`src/rtl/wb_arbiter_if.sv`:
```
// Writeback arbiter bus: requester handshakes, reg_file write port and read-forwarding taps.
// The arbiter uses the slave modport; the requester/reg_file side uses master.
interface wb_arbiter_if #(
    parameter int unsigned N_REQ = 3
) ();
    logic                  hold;
    logic [N_REQ-1:0]      req_valid;
    logic [N_REQ-1:0]      req_ready;
    logic [5*N_REQ-1:0]    req_rg;
    logic [32*N_REQ-1:0]   req_data;
    logic                  w_en;
    logic [4:0]            write_rg;
    logic [31:0]           write_data;
    logic [2:0]            grant_id;
    logic [4:0]            read1_rg;
    logic [31:0]           read1_raw;
    logic [31:0]           read1_fwd;
    logic [4:0]            read2_rg;
    logic [31:0]           read2_raw;
    logic [31:0]           read2_fwd;

    modport master (
        output hold, req_valid, req_rg, req_data,
        output read1_rg, read1_raw, read2_rg, read2_raw,
        input  req_ready, w_en, write_rg, write_data, grant_id,
        input  read1_fwd, read2_fwd
    );

    modport slave (
        input  hold, req_valid, req_rg, req_data,
        input  read1_rg, read1_raw, read2_rg, read2_raw,
        output req_ready, w_en, write_rg, write_data, grant_id,
        output read1_fwd, read2_fwd
    );
endinterface

```
`src/rtl/wb_arbiter.sv`:
```
// Round-robin arbiter for the single reg_file write port, with a registered write stage.
// Define WB_ARB_FWD_EN to forward the in-flight write onto both read ports.
module wb_arbiter #(
    parameter int unsigned N_REQ = 3
) (
    input logic         clk,
    input logic         rst,
    wb_arbiter_if.slave bus
);
    localparam int unsigned MaxReq = 8;

    logic [MaxReq-1:0] valid_ext;
    logic [4:0]        rg_arr   [MaxReq];
    logic [31:0]       data_arr [MaxReq];

    // Pad requesters out to 8 so a 3-bit index never selects outside a vector.
    for (genvar g = 0; g < MaxReq; g++) begin : g_pad
        if (g < N_REQ) begin : g_req
            assign valid_ext[g] = bus.req_valid[g];
            assign rg_arr[g]    = bus.req_rg[5*g +: 5];
            assign data_arr[g]  = bus.req_data[32*g +: 32];
        end else begin : g_none
            assign valid_ext[g] = 1'b0;
            assign rg_arr[g]    = 5'd0;
            assign data_arr[g]  = 32'd0;
        end
    end

    logic [2:0]  ptr_q, ptr_d;
    logic        w_en_q, w_en_d;
    logic [4:0]  write_rg_q, write_rg_d;
    logic [31:0] write_data_q, write_data_d;
    logic [2:0]  grant_id_q, grant_id_d;

    logic        found;
    logic [2:0]  gnt_idx;
    logic [3:0]  pos;
    logic        hs;
    logic [7:0]  ready_ext;

    always_comb begin
        found   = 1'b0;
        gnt_idx = 3'd0;
        pos     = 4'd0;
        for (int unsigned i = 0; i < N_REQ; i++) begin
            pos = {1'b0, ptr_q} + 4'(i);
            if (pos >= 4'(N_REQ)) begin
                pos = pos - 4'(N_REQ);
            end
            if (!found && valid_ext[pos[2:0]]) begin
                found   = 1'b1;
                gnt_idx = pos[2:0];
            end
        end
    end

    assign hs            = rst && !bus.hold && found;
    assign ready_ext     = hs ? (8'd1 << gnt_idx) : 8'd0;
    assign bus.req_ready = ready_ext[N_REQ-1:0];

    always_comb begin
        ptr_d        = ptr_q;
        w_en_d       = 1'b0;
        write_rg_d   = write_rg_q;
        write_data_d = write_data_q;
        grant_id_d   = grant_id_q;
        if (hs) begin
            ptr_d        = (gnt_idx == 3'(N_REQ - 1)) ? 3'd0 : gnt_idx + 3'd1;
            // x0 is accepted and loaded but never written
            w_en_d       = (rg_arr[gnt_idx] != 5'd0);
            write_rg_d   = rg_arr[gnt_idx];
            write_data_d = data_arr[gnt_idx];
            grant_id_d   = gnt_idx;
        end
    end

    always_ff @(posedge clk or negedge rst) begin
        if (!rst) begin
            ptr_q        <= 3'd0;
            w_en_q       <= 1'b0;
            write_rg_q   <= 5'd0;
            write_data_q <= 32'd0;
            grant_id_q   <= 3'd0;
        end else begin
            ptr_q        <= ptr_d;
            w_en_q       <= w_en_d;
            write_rg_q   <= write_rg_d;
            write_data_q <= write_data_d;
            grant_id_q   <= grant_id_d;
        end
    end

    assign bus.w_en       = w_en_q;
    assign bus.write_rg   = write_rg_q;
    assign bus.write_data = write_data_q;
    assign bus.grant_id   = grant_id_q;

`ifdef WB_ARB_FWD_EN
    assign bus.read1_fwd = (w_en_q && write_rg_q == bus.read1_rg && bus.read1_rg != 5'd0)
                           ? write_data_q : bus.read1_raw;
    assign bus.read2_fwd = (w_en_q && write_rg_q == bus.read2_rg && bus.read2_rg != 5'd0)
                           ? write_data_q : bus.read2_raw;
`else
    logic unused_read_rg;
    assign unused_read_rg = ^{bus.read1_rg, bus.read2_rg};
    assign bus.read1_fwd  = bus.read1_raw;
    assign bus.read2_fwd  = bus.read2_raw;
`endif
endmodule

```
`src/flat_wrapper.sv`:
```
// flat-port wrapper written by rule: the top's interface ports become plain ports
module wb_arbiter_flat 
#(
    parameter int unsigned N_REQ = 3
)
  (clk, rst, bus_hold, bus_req_valid, bus_req_rg, bus_req_data, bus_read1_rg, bus_read1_raw, bus_read2_rg, bus_read2_raw, bus_req_ready, bus_w_en, bus_write_rg, bus_write_data, bus_grant_id, bus_read1_fwd, bus_read2_fwd);
  wb_arbiter_if #(.N_REQ(N_REQ)) bus_i ();
  input logic clk;
  input logic rst;
  input wire logic [$bits(bus_i.hold)-1:0] bus_hold;
  input wire logic [$bits(bus_i.req_valid)-1:0] bus_req_valid;
  input wire logic [$bits(bus_i.req_rg)-1:0] bus_req_rg;
  input wire logic [$bits(bus_i.req_data)-1:0] bus_req_data;
  input wire logic [$bits(bus_i.read1_rg)-1:0] bus_read1_rg;
  input wire logic [$bits(bus_i.read1_raw)-1:0] bus_read1_raw;
  input wire logic [$bits(bus_i.read2_rg)-1:0] bus_read2_rg;
  input wire logic [$bits(bus_i.read2_raw)-1:0] bus_read2_raw;
  output wire logic [$bits(bus_i.req_ready)-1:0] bus_req_ready;
  output wire logic [$bits(bus_i.w_en)-1:0] bus_w_en;
  output wire logic [$bits(bus_i.write_rg)-1:0] bus_write_rg;
  output wire logic [$bits(bus_i.write_data)-1:0] bus_write_data;
  output wire logic [$bits(bus_i.grant_id)-1:0] bus_grant_id;
  output wire logic [$bits(bus_i.read1_fwd)-1:0] bus_read1_fwd;
  output wire logic [$bits(bus_i.read2_fwd)-1:0] bus_read2_fwd;
  assign bus_i.hold = bus_hold;
  assign bus_i.req_valid = bus_req_valid;
  assign bus_i.req_rg = bus_req_rg;
  assign bus_i.req_data = bus_req_data;
  assign bus_i.read1_rg = bus_read1_rg;
  assign bus_i.read1_raw = bus_read1_raw;
  assign bus_i.read2_rg = bus_read2_rg;
  assign bus_i.read2_raw = bus_read2_raw;
  assign bus_req_ready = bus_i.req_ready;
  assign bus_w_en = bus_i.w_en;
  assign bus_write_rg = bus_i.write_rg;
  assign bus_write_data = bus_i.write_data;
  assign bus_grant_id = bus_i.grant_id;
  assign bus_read1_fwd = bus_i.read1_fwd;
  assign bus_read2_fwd = bus_i.read2_fwd;
  wb_arbiter #(.N_REQ(N_REQ)) u_core (.clk(clk), .rst(rst), .bus(bus_i));
endmodule
```
`config.mk`:
```
export PLATFORM = sky130hd
export DESIGN_NAME = wb_arbiter_flat
export DESIGN_NICKNAME = d
export VERILOG_FILES = /design/src/rtl/wb_arbiter_if.sv /design/src/rtl/wb_arbiter.sv /design/src/flat_wrapper.sv
export SDC_FILE = /design/constraint.sdc
export NUM_CORES = 1
export LEC_CHECK = 0
export CORE_AREA = 5 5 113 115
export DETAILED_ROUTE_END_ITERATION = 8
export DIE_AREA = 0 0 118 120
export DONT_BUFFER_PORTS = 1
export PLACE_DENSITY = 0.53
export REMOVE_ABC_BUFFERS = 1
export SLEW_MARGIN = 20
export SYNTH_ARGS = -nofsm -noshare
export SYNTH_HDL_FRONTEND = slang
export SYNTH_SLANG_ARGS = --single-unit
```
`constraint.sdc`:
```
create_clock -name clk -period 4.72 [get_ports clk]
set_input_delay 1.18 -clock clk [delete_from_list [all_inputs] [get_ports clk]]
set_output_delay 1.18 -clock clk [all_outputs]
set_load 0.02 [all_outputs]
```
==> results of run 1 <==
[per-stage QoR]
stage               cell area, sq um  worst slack (ns)  total power [W]
CTS                             3230            0.0913          0.00333
finish                          3230             0.227          0.00327
detailed placement              3060             0.431          0.00291
floorplan                       2800            0.0456          0.00232
global placement                3060             0.453          0.00287
global route                    3230           0.00417          0.00354
[worst paths after layout]
path                                                 from                   endpoint  slack [ns]  depth (start not counted)
worst max-delay path                      u_core.ptr_q[0]           bus_req_ready[1]        0.23                          9
worst min-delay path                                  rst   u_core.bus.write_data[6]        0.58                          0
worst max register to register            u_core.ptr_q[0]            u_core.bus.w_en        1.10                         10
worst min register to register  u_core.bus.write_data[17]  u_core.bus.write_data[17]        0.63                          2
max in group asynchronous                             rst            u_core.ptr_q[0]        4.05                          0
min in group clk                u_core.bus.write_data[17]  u_core.bus.write_data[17]        0.63                          2
[worst reg2reg max path, stage by stage (launching register included)]
cell	delay (ns)
dfrtp_2	0.53
ha_1	0.28
ha_1	0.23
o21ba_2	0.23
a21oi_2	0.24
mux2_2	0.39
o211ai_2	0.36
mux2_4	0.44
mux2_2	0.42
o31ai_1	0.26
a31oi_1	0.12
[sequential cells by signal, summed over array words and instances (netlist names)]
signal / flops
u_core.bus.write_data: 32
u_core.bus.grant_id: 3
u_core.bus.w_en: 1
u_core.bus.write_rg: 5
u_core.ptr_q: 3
[cell usage in the layout (no fill, tap or decap), types with 2 or more instances in the layout]
cell | synthesis | routed
o2bb2ai_1 | 15 | 15
nand2_1 | 26 | 26
mux2_2 | 22 | 22
nor2_1 | 24 | 24
buf_4 | 64 | 10
a211oi_2 | 2 | 2
a21o_1 | 4 | 4
ha_1 | 8 | 8
a31oi_1 | 2 | 2
and2_1 | 2 | 2
nor2b_1 | 3 | 3
inv_1 | 5 | 5
nor3_1 | 3 | 3
nand3b_1 | 2 | 2
o21ai_0 | 15 | 15
nand3_1 | 2 | 2
a221oi_1 | 15 | 15
clkbuf_16 | 0 | 5
xnor2_1 | 2 | 2
mux2_4 | 3 | 3
mux2i_1 | 25 | 24
dfrtp_1 | 44 | 43
o21ai_1 | 8 | 8
a21oi_1 | 6 | 6
nand2b_1 | 7 | 7
[logic make-up after synthesis]
logic type / share of synthesized area (%)
AOI/OAI and AO/OA: 18.0
xor gates and xnor gates: 0.516
adders and majority gates: 2.95
buffers and inverters: 18.3
DFF: 32.4
muxes: 16.6
and+or+nand+nor: 11.2
[report_power, final]
group / switching (W) / internal, W / total [W]
sequential: 0.000370 / 0.000558 / 0.000929
combinational: 0.00107 / 0.000866 / 0.00194
clock: 0.000157 / 0.000252 / 0.000408
total: 0.00160 / 0.00168 / 0.00327
[layout make-up]
cell class / count / area, sq um / share of cell area, %
multi-input cells: 218 / 1680 / 51.9
flip-flops and latches: 44 / 1100 / 34.1
well taps: 147 / 184 / 5.69
clock buffers: 5 / 125 / 3.87
repair buffers: 10 / 75.1 / 2.32
clock inverters: 3 / 46.3 / 1.43
inverters: 6 / 22.5 / 0.696
[per-layer routing]
metal	wire [microns]	global-route usage, %
met5	57	5.15
met4	101	3.30
met3	1950	11.6
met2	4580	20.0
met1	4570	19.1
==> impl_results.md, run 1 <==
- Minimum clock period: 4.49 ns
- RSZ-0062 raised after global routing: false
- I/O pins: 299
- # hold bufs at CTS: 0
- Antenna violations before repair: 0
- Asr flop ratio synth: 100%
- Global-route wire length before repair: 16.4 mm
- CTS H-Tree Depth: 2
- Sequential area share after synthesis: 32.4%
- WL final: 11.3 mm
- Clock Skew: 0.00546 ns
- DR vias: 2388
- Most frequent cell after synthesis: buf_4
- Std-Cell Rows: 40
- Startpoint Class: flop
- Normalized max-slew margin: 72.4%
- Gr ovfl total: 0
- Library cells used by synthesis: 50
- Crit path max-delay family: multiplexers
- Final Hold Vio Count: 0
- Root buffer cell: clkbuf_16
- Nets@finish: 484
- CP Buf/Inv Count: 1
- Crit path cell chain: ha_1 > ha_1 > o21ba_2 > a21oi_2 > mux2_2 > o211ai_2 > mux2_4 > nor2_1 > buf_4
- CTS buffer count: 5
- Crit. End Element: primary output
- Synth cell count leaders: buf_4, dfrtp_1, nand2_1
- Fill count: 1236
- Pwr/cell area: 1010 nW/um^2
- Core Area: 11700 sq um
- Worst path max stage delay: 0.53 ns
- Warnings, synthesis: 0
- Ys flop type: dfrtp_1
- Remaining DRCs: 0
- Slowest cell on the critical path: dfrtp_2
- First-pass DRT Iterations: 4
- Req. time, crit path: 3.54 ns
- CTS Sinks: 44
- Drt wl/cell: 26.0 microns
- Share of the synthesized area in the top cell type: 32.4%
- Die H: 120 microns
- Layout area overhead: -4.79%
- Crit share post-route: 95.2%
- Final core occ: 27.6%
- Total GRT Usage: 15.2%
- Die X: 118 microns
- F_max: 223 MHz
- Worst skew pair latency: 0.29 ns
- Final Setup Violations: 0
- Worst Hold Class: in -> async
- Synth area leaders: dfrtp_1, buf_4, mux2i_1, mux2_2, a221oi_1
- Max cap viols: 0
- Die area: 14200 sq um
- I/O Buffers: 0
- Global placer's final weighted congestion: 0.752
- Max-slew violation count: 0
- Synthesized area: 3400 sq um
- HPWL Detailed: 8.95 mm
- Initial Util: 29.0%
- Avg Synthesized Cell Area: 9.71 sq um
- CP most frequent cell: ha_1
- Flops & latches, synth: 44
- Post-CTS Setup Inserts: 0
- Crit Path Max Fanout: 23
- Leak: 1.41 nW
- CTS tree: yes
- Arrival time at the worst endpoint: 3.31 ns
- Filler-free cell count of the finished design: 433
- WHS: 0.581 ns
- Reg clk slew, reported paths: 0.07 ns
- IR drop worst, VDD: 0.000461 V
- Inst Count DP: 425
- Clock Tree Buf Depth: 2
- Syn Inst Count: 350
- Ratio of cells with drive above 1 in the final layout: 21.0%
- Status: finished, final reports clean
- Routed Antenna Nets: 0
- Critical path class: reg -> out
- Post-CTS Resized: 0
- First-iteration detailed-routing DRC count: 132
- Setup TNS: 0 ns
- Leading area contributor after synthesis: dfrtp_1
- Pin count of the biggest net entering global routing: 46
- EDFF count, synth: 0
- Worst-margin pin slew: 0.413 ns
- ANT cells: 0
- Drt via density: 5.52
- Vias in the first global route: 2494
No activity file was read; power rests on OpenSTA's default activity.
==> run 2: changes to the inputs <==
--- a/config.mk
+++ b/config.mk
@@ -5,10 +5,12 @@
 export SDC_FILE = /design/constraint.sdc
 export NUM_CORES = 1
 export LEC_CHECK = 0
+export CAP_MARGIN = 10
 export CORE_AREA = 5 5 113 115
 export DETAILED_ROUTE_END_ITERATION = 8
 export DIE_AREA = 0 0 118 120
 export DONT_BUFFER_PORTS = 1
+export MAX_ROUTING_LAYER = met4
 export PLACE_DENSITY = 0.53
 export REMOVE_ABC_BUFFERS = 1
 export SLEW_MARGIN = 20
==> run 2 against run 1 <==
  * Worst setup slack worse by 0.0020 ns
  * Sequential share of layout area unchanged
  * Combinational power about the same
  * Routed wire length down 0.11%
  * Clock power about the same
  * Design area unchanged
  * Largest power group unchanged
==> impl_results.md, run 2 (same netlist as run 1, synthesis figures left out) <==
- Final Hold Vio Count: 0
- DR vias: 2367
- Die X: 118 microns
- Commonest non-fill, non-tap cell in the layout: dfrtp_1
- CTS H-Tree Depth: 2
- Minimum clock period: 4.50 ns
- IR drop worst, VDD: 0.000465 V
- Pin count of the biggest net entering global routing: 46
- Worst Hold Class: in -> async
- Max-slew violation count: 0
- Max cap viols: 0
- Total GRT Usage: 15.6%
- Crit path from: u_core.ptr_q[0]
- First-iteration detailed-routing DRC count: 131
- Nets@finish: 484
- Post-CTS Setup Inserts: 0
- Leak: 1.41 nW
- Core Area: 11700 sq um
- First-pass DRT Iterations: 4
- R2R Setup Slk: 1.10 ns
- Std-Cell Rows: 40
- Global placer's final weighted congestion: 0.762
- F_max: 222 MHz
- Routed Antenna Nets: 0
- Initial Util: 29.0%
- Reg2Reg Launch Point: u_core.ptr_q[0]
- Drt wl/cell: 26.0 microns
- # hold bufs at CTS: 0
- CTS buffer count: 5
- Crit. End Element: primary output
- Remaining DRCs: 0
- Crit share post-route: 95.2%
- HPWL Detailed: 8.95 mm
- Number of flip-flops in the largest register: 32
- Crit Path Max Fanout: 23
- Layout area overhead: -4.79%
- Reg clk slew, reported paths: 0.07 ns
- Inst Count DP: 425
- Final core occ: 27.6%
- Worst skew pair latency: 0.29 ns
- Clock Tree Buf Depth: 2
- Gr ovfl total: 0
- Req. time, crit path: 3.54 ns
- I/O Buffers: 0
- Filler-free cell count of the finished design: 433
- Pwr Total: 0.00328 W
- Worst-margin pin slew: 0.415 ns
- Ratio of cells with drive above 1 in the final layout: 21.0%
- Global-route wire length before repair: 16.4 mm
- Antenna violations before repair: 0
- Final Setup Violations: 0
- Most frequent cells in the layout: dfrtp_1, nand2_1, mux2i_1, nor2_1, mux2_2
- Normalized max-slew margin: 72.2%
- Drt via density: 5.47
- CTS tree: yes
- Status: finished, final reports clean
- Clock Skew: 0.00557 ns
- Die area: 14200 sq um
- Vias in the first global route: 2476
- Startpoint Class: flop
- Pwr/cell area: 1010 nW/um^2
- WL final: 11.2 mm
- Setup TNS: 0 ns
- Critical path class: reg -> out
- RSZ-0062 raised after global routing: false
- ANT cells: 0
- I/O pins: 299
- Root buffer cell: clkbuf_16
- CTS Sinks: 44
- Arrival time at the worst endpoint: 3.32 ns
- Die H: 120 microns
-- run 2: cell counts in the layout (fill, tap and decap cells not counted) --
Identical to the previous run, type by type.
-- run 2: metrics by stage --
step,instance area (sq um),hold slack [ns],worst slack (ns)
global route,3230,0.558,0.00418
CTS,3230,0.568,0.0913
detailed placement,3060,0.618,0.431
finish,3230,0.582,0.225
global placement,3060,0.618,0.453
floorplan,2800,0.590,0.0456
-- run 2: critical path: stages (launching register included) --
cell,delay (ns)
dfrtp_2,0.53
ha_1,0.27
ha_1,0.23
o21ba_2,0.23
a21oi_2,0.24
mux2_2,0.39
o211ai_2,0.36
mux2_4,0.47
nor2_1,0.13
buf_4,0.17
-- run 2: area by class of cell --
type | count | area (sq um)
clock buffers | 5 | 125
clock inverters | 3 | 46.3
fillers | 1236 | 8480
inverters | 6 | 22.5
multi-input cells | 218 | 1680
flip-flops and latches | 44 | 1100
well taps | 147 | 184
repair buffers | 10 | 75.1
-- run 2: final timing paths --
path	to	cells after the start
worst max-delay path	bus_req_ready[1]	9
max in group asynchronous	u_core.ptr_q[0]	0
worst max register to register	u_core.bus.w_en	10
worst min register to register	u_core.bus.write_data[17]	2
worst min-delay path	u_core.bus.write_data[6]	0
min in group clk	u_core.bus.write_data[17]	2
-- run 2: power breakdown --
group	switching [W]	internal, W
sequential	0.000371	0.000558
combinational	0.00107	0.000866
clock	0.000156	0.000252
-- run 2: timing repair --
| item | in CTS | in global routing |
|---|---|---|
| gates resized for setup | 0 | 1 |
| endpoints found under the hold margin | 0 | 0 |
| endpoints found under the setup margin | 0 | 3 |
-- run 2: layer usage --
metal | vias up | global-route usage, % | wire length, microns | share of wire [%]
met2 | 201 | 20.0 | 4570 | 41
met5 | - | - | 0 | 0
met1 | 1105 | 19.9 | 4830 | 43
met3 | 5 | 10.9 | 1750 | 16
li1 | 1056 | - | - | -
met4 | 0 | 3.15 | 95 | 0.84
